[src/rtl/axi4_lite_pkg.sv]
// Shared types and defaults for the 4-bit AXI-lite master, its responder and benches.
package axi4_lite_pkg;
   localparam int ADDR_W_DEF  = 4;
   localparam int DATA_W_DEF  = 4;
   localparam int TIMEOUT_DEF = 15;

   typedef enum logic [2:0] {
      IDLE,
      WR,
      RD_ADDR,
      RD_DATA,
      RESP
   } state_t;
endpackage

[src/rtl/axi_hs_timeout.sv]
// Handshake wait counter: cleared while idle or on a phase change, counts wait cycles,
// flags expiry on the cycle whose edge would complete TIMEOUT waits.
module axi_hs_timeout
   import axi4_lite_pkg::*;
#(
   parameter int TIMEOUT = TIMEOUT_DEF
) (
   input  logic clk,
   input  logic reset,
   input  logic clear,
   input  logic enable,
   output logic expired
);
   localparam int CW = $clog2(TIMEOUT + 1);

   logic [CW-1:0] count;

   always_ff @(posedge clk) begin
      if (reset) begin
         count <= '0;
      end else if (clear) begin
         count <= '0;
      end else if (enable) begin
         count <= count + CW'(1);
      end
   end

   // A clear in the same cycle means the phase completed, which takes priority over expiry.
   assign expired = enable && !clear && (count == CW'(TIMEOUT - 1));
endmodule

[src/rtl/axi4_lite_master_4b.sv]
// One-outstanding AXI-lite master: turns single host commands into AW/W or AR/R handshakes
// and returns one response pulse per command, with a timeout abort.
//
// state   | meaning
// IDLE    | cmd_ready high, waiting for a host command
// WR      | AW and W valids pending, each dropped on its own handshake
// RD_ADDR | ms_arvalid high, waiting for sm_arready
// RD_DATA | ms_rready high, waiting for sm_rvalid
// RESP    | result latched; rsp_valid pulses on the following cycle
module axi4_lite_master_4b
   import axi4_lite_pkg::*;
#(
   parameter int ADDR_W  = ADDR_W_DEF,
   parameter int DATA_W  = DATA_W_DEF,
   parameter int TIMEOUT = TIMEOUT_DEF
) (
   input  logic              clk,
   input  logic              reset,
   input  logic              cmd_valid,
   output logic              cmd_ready,
   input  logic              cmd_we,
   input  logic [ADDR_W-1:0] cmd_addr,
   input  logic [DATA_W-1:0] cmd_wdata,
   output logic              rsp_valid,
   output logic [DATA_W-1:0] rsp_rdata,
   output logic              rsp_err,
   output logic              ms_awvalid,
   input  logic              sm_awready,
   output logic              ms_wvalid,
   output logic [DATA_W-1:0] SWM_wdata,
   input  logic              sm_wready,
   output logic              ms_arvalid,
   output logic [ADDR_W-1:0] SWM_arADDR,
   input  logic              sm_arready,
   output logic              ms_rready,
   input  logic              sm_rvalid,
   input  logic [DATA_W-1:0] sm_rdata
);
   state_t state;
   logic   aw_done, w_done;
   logic   aw_fire, w_fire, ar_fire, r_fire;
   logic   aw_done_n, w_done_n;
   logic   to_clear, to_enable, to_expired;

   assign aw_fire   = ms_awvalid & sm_awready;
   assign w_fire    = ms_wvalid & sm_wready;
   assign ar_fire   = ms_arvalid & sm_arready;
   assign r_fire    = ms_rready & sm_rvalid;
   assign aw_done_n = aw_done | aw_fire;
   assign w_done_n  = w_done | w_fire;

   assign to_enable = (state == WR) || (state == RD_ADDR) || (state == RD_DATA);
   // Restart the wait budget when the read moves from the address to the data phase.
   assign to_clear  = !to_enable || ar_fire;

   axi_hs_timeout #(.TIMEOUT(TIMEOUT)) u_timeout (
      .clk     (clk),
      .reset   (reset),
      .clear   (to_clear),
      .enable  (to_enable),
      .expired (to_expired)
   );

   always_ff @(posedge clk) begin
      if (reset) begin
         state      <= IDLE;
         cmd_ready  <= 1'b1;
         rsp_valid  <= 1'b0;
         rsp_rdata  <= '0;
         rsp_err    <= 1'b0;
         ms_awvalid <= 1'b0;
         ms_wvalid  <= 1'b0;
         ms_arvalid <= 1'b0;
         ms_rready  <= 1'b0;
         SWM_arADDR <= '0;
         SWM_wdata  <= '0;
         aw_done    <= 1'b0;
         w_done     <= 1'b0;
      end else begin
         rsp_valid <= 1'b0;
         case (state)
            IDLE: begin
               cmd_ready <= 1'b1;
               if (cmd_valid && cmd_ready) begin
                  cmd_ready  <= 1'b0;
                  SWM_arADDR <= cmd_addr;
                  aw_done    <= 1'b0;
                  w_done     <= 1'b0;
                  if (cmd_we) begin
                     SWM_wdata  <= cmd_wdata;
                     ms_awvalid <= 1'b1;
                     ms_wvalid  <= 1'b1;
                     state      <= WR;
                  end else begin
                     ms_arvalid <= 1'b1;
                     state      <= RD_ADDR;
                  end
               end
            end
            WR: begin
               if (aw_fire) ms_awvalid <= 1'b0;
               if (w_fire)  ms_wvalid  <= 1'b0;
               aw_done <= aw_done_n;
               w_done  <= w_done_n;
               if (aw_done_n && w_done_n) begin
                  rsp_err   <= 1'b0;
                  rsp_rdata <= '0;
                  state     <= RESP;
               end else if (to_expired) begin
                  ms_awvalid <= 1'b0;
                  ms_wvalid  <= 1'b0;
                  rsp_err    <= 1'b1;
                  rsp_rdata  <= '0;
                  state      <= RESP;
               end
            end
            RD_ADDR: begin
               if (ar_fire) begin
                  ms_arvalid <= 1'b0;
                  ms_rready  <= 1'b1;
                  state      <= RD_DATA;
               end else if (to_expired) begin
                  ms_arvalid <= 1'b0;
                  rsp_err    <= 1'b1;
                  rsp_rdata  <= '0;
                  state      <= RESP;
               end
            end
            RD_DATA: begin
               if (r_fire) begin
                  ms_rready <= 1'b0;
                  rsp_rdata <= sm_rdata;
                  rsp_err   <= 1'b0;
                  state     <= RESP;
               end else if (to_expired) begin
                  ms_rready <= 1'b0;
                  rsp_err   <= 1'b1;
                  rsp_rdata <= '0;
                  state     <= RESP;
               end
            end
            RESP: begin
               rsp_valid <= 1'b1;
               state     <= IDLE;
            end
            default: state <= IDLE;
         endcase
      end
   end
endmodule

[config.mk]
export PLATFORM = sky130hd
export DESIGN_NAME = axi4_lite_master_4b
export DESIGN_NICKNAME = d
export VERILOG_FILES = /design/src/rtl/axi4_lite_pkg.sv /design/src/rtl/axi_hs_timeout.sv /design/src/rtl/axi4_lite_master_4b.sv
export SDC_FILE = /design/constraint.sdc
export NUM_CORES = 1
export LEC_CHECK = 0
export ABC_AREA = 1
export ABC_CLOCK_PERIOD_IN_PS = 1300
export CAP_MARGIN = 20
export CORE_ASPECT_RATIO = 1.75
export CORE_UTILIZATION = 41
export CTS_CLUSTER_DIAMETER = 150
export DETAILED_ROUTE_END_ITERATION = 10
export PLACE_DENSITY = 0.74
export SYNTH_ARGS = -nofsm -noshare
export SYNTH_HDL_FRONTEND = slang
export SYNTH_SLANG_ARGS = --single-unit
export TNS_END_PERCENT = 20
[constraint.sdc]
create_clock -name clk -period 1.3 [get_ports clk]
set_input_delay 0.26 -clock clk [delete_from_list [all_inputs] [get_ports clk]]
set_output_delay 0.26 -clock clk [all_outputs]
set_load 0.005 [all_outputs]
# After elaboration in Yosys (flattened, before gate mapping)
# Cells that the tools add are included.
# Widths: inputs -> output; s select.
# classes
add_sub_neg	1
n_eq_ne	12
mux	40
n_bitwise	6
n_reduce_logical	22
# op_table
cell	n
$mux 1	21
$mux 4	4
$mux 3	5
$pmux 1 s2	6
$pmux 3 s4	1
$pmux 4 s3	1
$ne 2x2->1 const B	5
$reduce_and 3->1	3
$eq 3x2->1 const B	2
$ne 3x3->1 const B	2
$reduce_and 2->1	3
$reduce_bool 2->1	3
$add 4x1->4 const B	1
$and 1x1->1	4
$eq 4x4->1 const B	1
$logic_and 1x1->1	4
$reduce_and 4->1	1
$eq 3x1->1 const B	1
$eq 3x3->1 const B	1
$logic_not 3->1	1
$logic_or 1x1->1	3
$pmux 1 s3	1
$reduce_bool 3->1	1
$logic_not 1->1	2
other kinds (3)	4
# word_totals
ff_bits	28
input_bits	20
out_inout_bits	19
word_cells	95

# Logic depth before layout (Yosys ltp)
# depth
depth_word	11
mapped_depth	9
ltp_nobuf	9

# Hierarchy
# From an unflattened synthesis, not the netlist that was laid out.
# unflattened
hier_cells	185
area_unflattened_um2	1327.5
# modules_own_cells
module	n_inst	cells_per_inst	area_per_inst_um2	seq_area_each_um2
axi4_lite_master_4b	1	159	1133.6	480.5
axi_hs_timeout	1	26	193.9	80.1

# Least setup slack after synthesis
# OpenSTA, ideal clock, no wires.
# synth_path
path_type	register to register
from	register u_timeout.count[0]
to	register state[0]
setup_ps	113
arrival_ps	1219
t_required_ps	1187
setup_slack_ps	-33
path_stages_with_launch	10
path_buffers	0
synth_period_minus_slack_ps	1333
cell_sequence	dfxtp_1 -> inv_1 -> ha_1 -> nand2_1 -> nor2_1 -> nand3_4 -> nand3_2 -> nand3_1 -> o21ai_1 -> inv_1
# synth_between
elab_chain_len	5
word_cells_on_any_way	7
cone_classes	eq/ne: 1; mux: 5; reduce/logical: 1
# synth_rtl
item	line	source
from (decl)	axi_hs_timeout.sv:16	logic [CW-1:0] count;
from (signal assigned)	axi_hs_timeout.sv:24	count <= count + CW'(1);
$eq 4x4->1 *	axi_hs_timeout.sv:29	assign expired = enable && !clear && (count == CW'(TIMEOUT - 1));
$logic_and 1x1->1 *	axi_hs_timeout.sv:29	
$mux 3 *	n/a	
$mux 3, on equally long branches	n/a	
$pmux 3 s4 *	n/a	
to (signal assigned)	axi4_lite_master_4b.sv:66	state <= IDLE;
to (signal assigned)	axi4_lite_master_4b.sv:93	state <= WR;
to (signal assigned)	axi4_lite_master_4b.sv:96	state <= RD_ADDR;
to (decl)	axi4_lite_master_4b.sv:39	state_t state;
# Mark *: on every way between the ends. The rest lies on a longest branch, timed or not.
# A chain may end at the register's enable or synchronous reset.

# Final worst setup path
# layout_path
from	register u_timeout.count[0]
to	register ms_arvalid
# layout_between
elab_chain_len	4
# layout_rtl
item	line	source
$eq 4x4->1	axi_hs_timeout.sv:29	
$logic_and 1x1->1	axi_hs_timeout.sv:29	
$ne 3x3->1 (no source line)	n/a	
$reduce_and 4->1 (no source line)	n/a	
to (signal assigned)	axi4_lite_master_4b.sv:73	ms_arvalid <= 1'b0;
to (signal assigned)	axi4_lite_master_4b.sv:95	ms_arvalid <= 1'b1;
to (signal assigned)	axi4_lite_master_4b.sv:119	ms_arvalid <= 1'b0;
to (decl)	axi4_lite_master_4b.sv:32	output logic ms_arvalid,
# Every way passes these cells.

==> results by group <==
Floorplan
  – Die height: 76.7 um
  – Core area: between 2000 and 3000 um^2
  – Die area: 3430 um^2
  – Row cnt: 26
  – Initial core utilization: 0.442
  – Top Ports: 39
  – Die width: 44.7 um

Synth
  – Number of library cell types mapped by synthesis: 26
  – Yosys warns: 0
  – Post-Synthesis Cells: approximately 180
  – Syn_area_per_cell: 7.18 um^2
  – Synthesized area: 1310 um^2
  – Number of synthesized register bits: 28
  – Syn nets: 204
  – Part of the Yosys area used for sequential elements: 0.429

Route
  – Avg Vias per Cell: between 4 and 5
  – Antenna-violating nets left: 0
  – Via count: 1,368
  – DR WL/cell: between 10 and 15 um
  – Drt drc: 0
  – Top Layer Used: met4
  – WL met3: 61 um
  – DR WL met2: 1790 um
  – Wire length on met1: around 1300 um
  – DRT Wirelength: between 3000 and 4000 um
  – TritonRoute pass-1 iters: 4
  – Iter 0 DRT Violations: 28

Global routing
  – GR Overflow Total: 0
  – Global-route wire length before repair: 5340 um
  – Largest net degree at the start of global routing: 15
  – Vias in the first global route: ~1,300
  – Initial antenna violation count: 0
  – GRT Total Usage: 0.201

Worst setup path
  – Critical path data required time: 1510 ps
  – Crit. Startpoint: u_timeout.count[0]$_SDFFE_PP0P_
  – CP Capture Type: register
  – CP Max Fanout: 8
  – CP bufs+invs: 1
  – CP Cell Sequence: inv_2 > ha_4 > nand2_2 > nor2_4 > nand3_4 > o21ai_1 > nand3_1 > a21oi_2
  – Critical path arrival: around 1500 ps
  – Reg2Reg Launch Point: u_timeout.count[0]$_SDFFE_PP0P_
  – Setup crit start kind: register
  – Family with the most delay on the worst path: simple AND/OR/NAND/NOR gates
  – Max incr delay on CP: roughly 330 ps
  – CP max stage cell: dfxtp_2
  – Setup Crit Path Kind: reg2reg

STA
  – Final Setup Violations: 0
  – Fin. max-slew vios: 0
  – Relative slew slack: 0.827
  – Worst hold slack: 456 ps
  – Tightest Pin Transition: 257 ps
  – Minimum clock period: 1300 ps
  – Setup tns final: 0 ps
  – Fin. Hold Viols: 0
  – Unrepaired setup endpoints after global routing: true
  – Final Cycle Share: 0.999
  – F_max: ~770 MHz
  – Clock skew: 2.87 ps

Placement
  – Dpl cell area: roughly 1900 um^2
  – Placed wire-length estimate: 2430 um
  – Gpl congestion: 0.797
  – Port-buffer cells: 38

Finish
  – Most frequent cells in the layout: nand2_1, buf_4, nor2_1
  – Share of cells above drive strength 1: 0.310
  – Fin area: 2050 um^2
  – Commonest non-fill, non-tap cell in the layout: nand2_1
  – Nets: about 270
  – Area Growth Syn to Fin: 57.0%
  – Antenna diodes: 0
  – Fin util: 0.694

Status
  – Status: completed

Worst hold path
  – HP Start: SWM_arADDR[0]$_SDFFE_PP0P_
  – Hold Crit Class: reg2reg

CTS
  – H-tree levels: 1
  – Hold_buf cts: 0
  – Clock Sinks: 28
  – Worst skew pair latency: 270 ps
  – CTS tree: yes
  – CTS clk-pin slew, worst paths: 90 ps
  – TritonCTS Buffers: 3
  – Root Buffer: clkbuf_8
  – CTS Buffer Depth: 2

Pwr
  – Leak pwr: a little over 0.9 nW
  – Worst VDD drop: 0.723 mV
  – PwrDens: around 1000 nW/um^2

Run
  – Max Cap Viol: 0
## area by class of cell
| cell class | count | area, um^2 |
|---|---|---|
| fill | 246 | 907 |
| timing repair buffer | 62 | 541 |
| tap | 42 | 52.6 |
| sequential | 28 | 587 |
| inverter | 22 | 90.1 |
| clock buffer | 3 | 41.3 |
| multi-input combinational | 130 | 742 |
## per-layer routing
layer  track usage  vias to the layer above
met4        0.0848                        0
met5             0                        -
met2         0.371                       22
met3        0.0165                        6
met1         0.218                      623
li1              -                      717
## cell usage after synthesis (all sizes together)
master	count	area share
nand2	44	0.14
o21ai	11	0.045
nand4	1	0.0048
nor3	3	0.011
or2	2	0.0096
nor4	1	0.0048
nor2	26	0.094
inv	22	0.065
a31oi	1	0.0048
dfxtp	28	0.43
clkbuf	2	0.0057
ha	2	0.019
nand3	18	0.086
a21oi	21	0.083
## what timing repair did
action | 4_1_cts | 5_1_grt
setup endpoints to repair | 28 | 18
pin swaps | 0 | 4
setup buffers | 2 | 1
resized for setup | 37 | 26
## flip-flops by register name, indices dropped and copies added (netlist names)
| register | count |
|---|---|
| ms_awvalid | 1 |
| w_done | 1 |
| ms_arvalid | 1 |
| cmd_ready | 1 |
| state | 3 |
| rsp_valid | 1 |
| ms_rready | 1 |
| ms_wvalid | 1 |
| rsp_err | 1 |
| SWM_wdata | 4 |
| u_timeout.count | 4 |
| rsp_rdata | 4 |
| SWM_arADDR | 4 |
| aw_done | 1 |
## stage by stage
stage	std cells	setup WS [ps]	power, mW
after floorplan	182	49.7	1.33
after global placement	281	-215	1.64
after detailed placement	281	-249	1.65
after CTS	286	-21.7	2.09
after global routing	287	-89.1	2.24
final	287	1.22	2.12
## power by group
| part | internal, mW | switching [mW] | leakage, nW |
|---|---|---|---|
| combinational | 0.320 | 0.349 | 0.660 |
| clock | 0.208 | 0.252 | 0.0216 |
| sequential | 0.939 | 0.0542 | 0.235 |
## final timing paths
kind | end | slack [ps] | depth (start not counted)
hold / removal | SWM_arADDR[0]$_SDFFE_PP0P_ | 460 | 2
setup reg to reg | ms_arvalid$_SDFFE_PP0P_ | 1 | 8
hold reg to reg | SWM_arADDR[0]$_SDFFE_PP0P_ | 460 | 2
setup / recovery | ms_arvalid$_SDFFE_PP0P_ | 1 | 8
## cell families after synthesis
| logic type | Yosys count | synth area share |
|---|---|---|
| compound gates | 33 | 0.133 |
| fa+ha+maj | 2 | 0.0191 |
| buf+inv | 24 | 0.0708 |
| flops | 28 | 0.429 |
| simple gates | 95 | 0.348 |
## worst register-to-register path: cells and delay by family, from the launching register on
family                   cells  cell delay (ps)
flip-flops                   1              330
adder cells (fa/ha/maj)      1              120
buffers and inverters        1               60
AO/OA/AOI/OAI                2              270
AND/OR/NAND/NOR              4              440
Note: power is estimated with default switching activity, not from simulation.
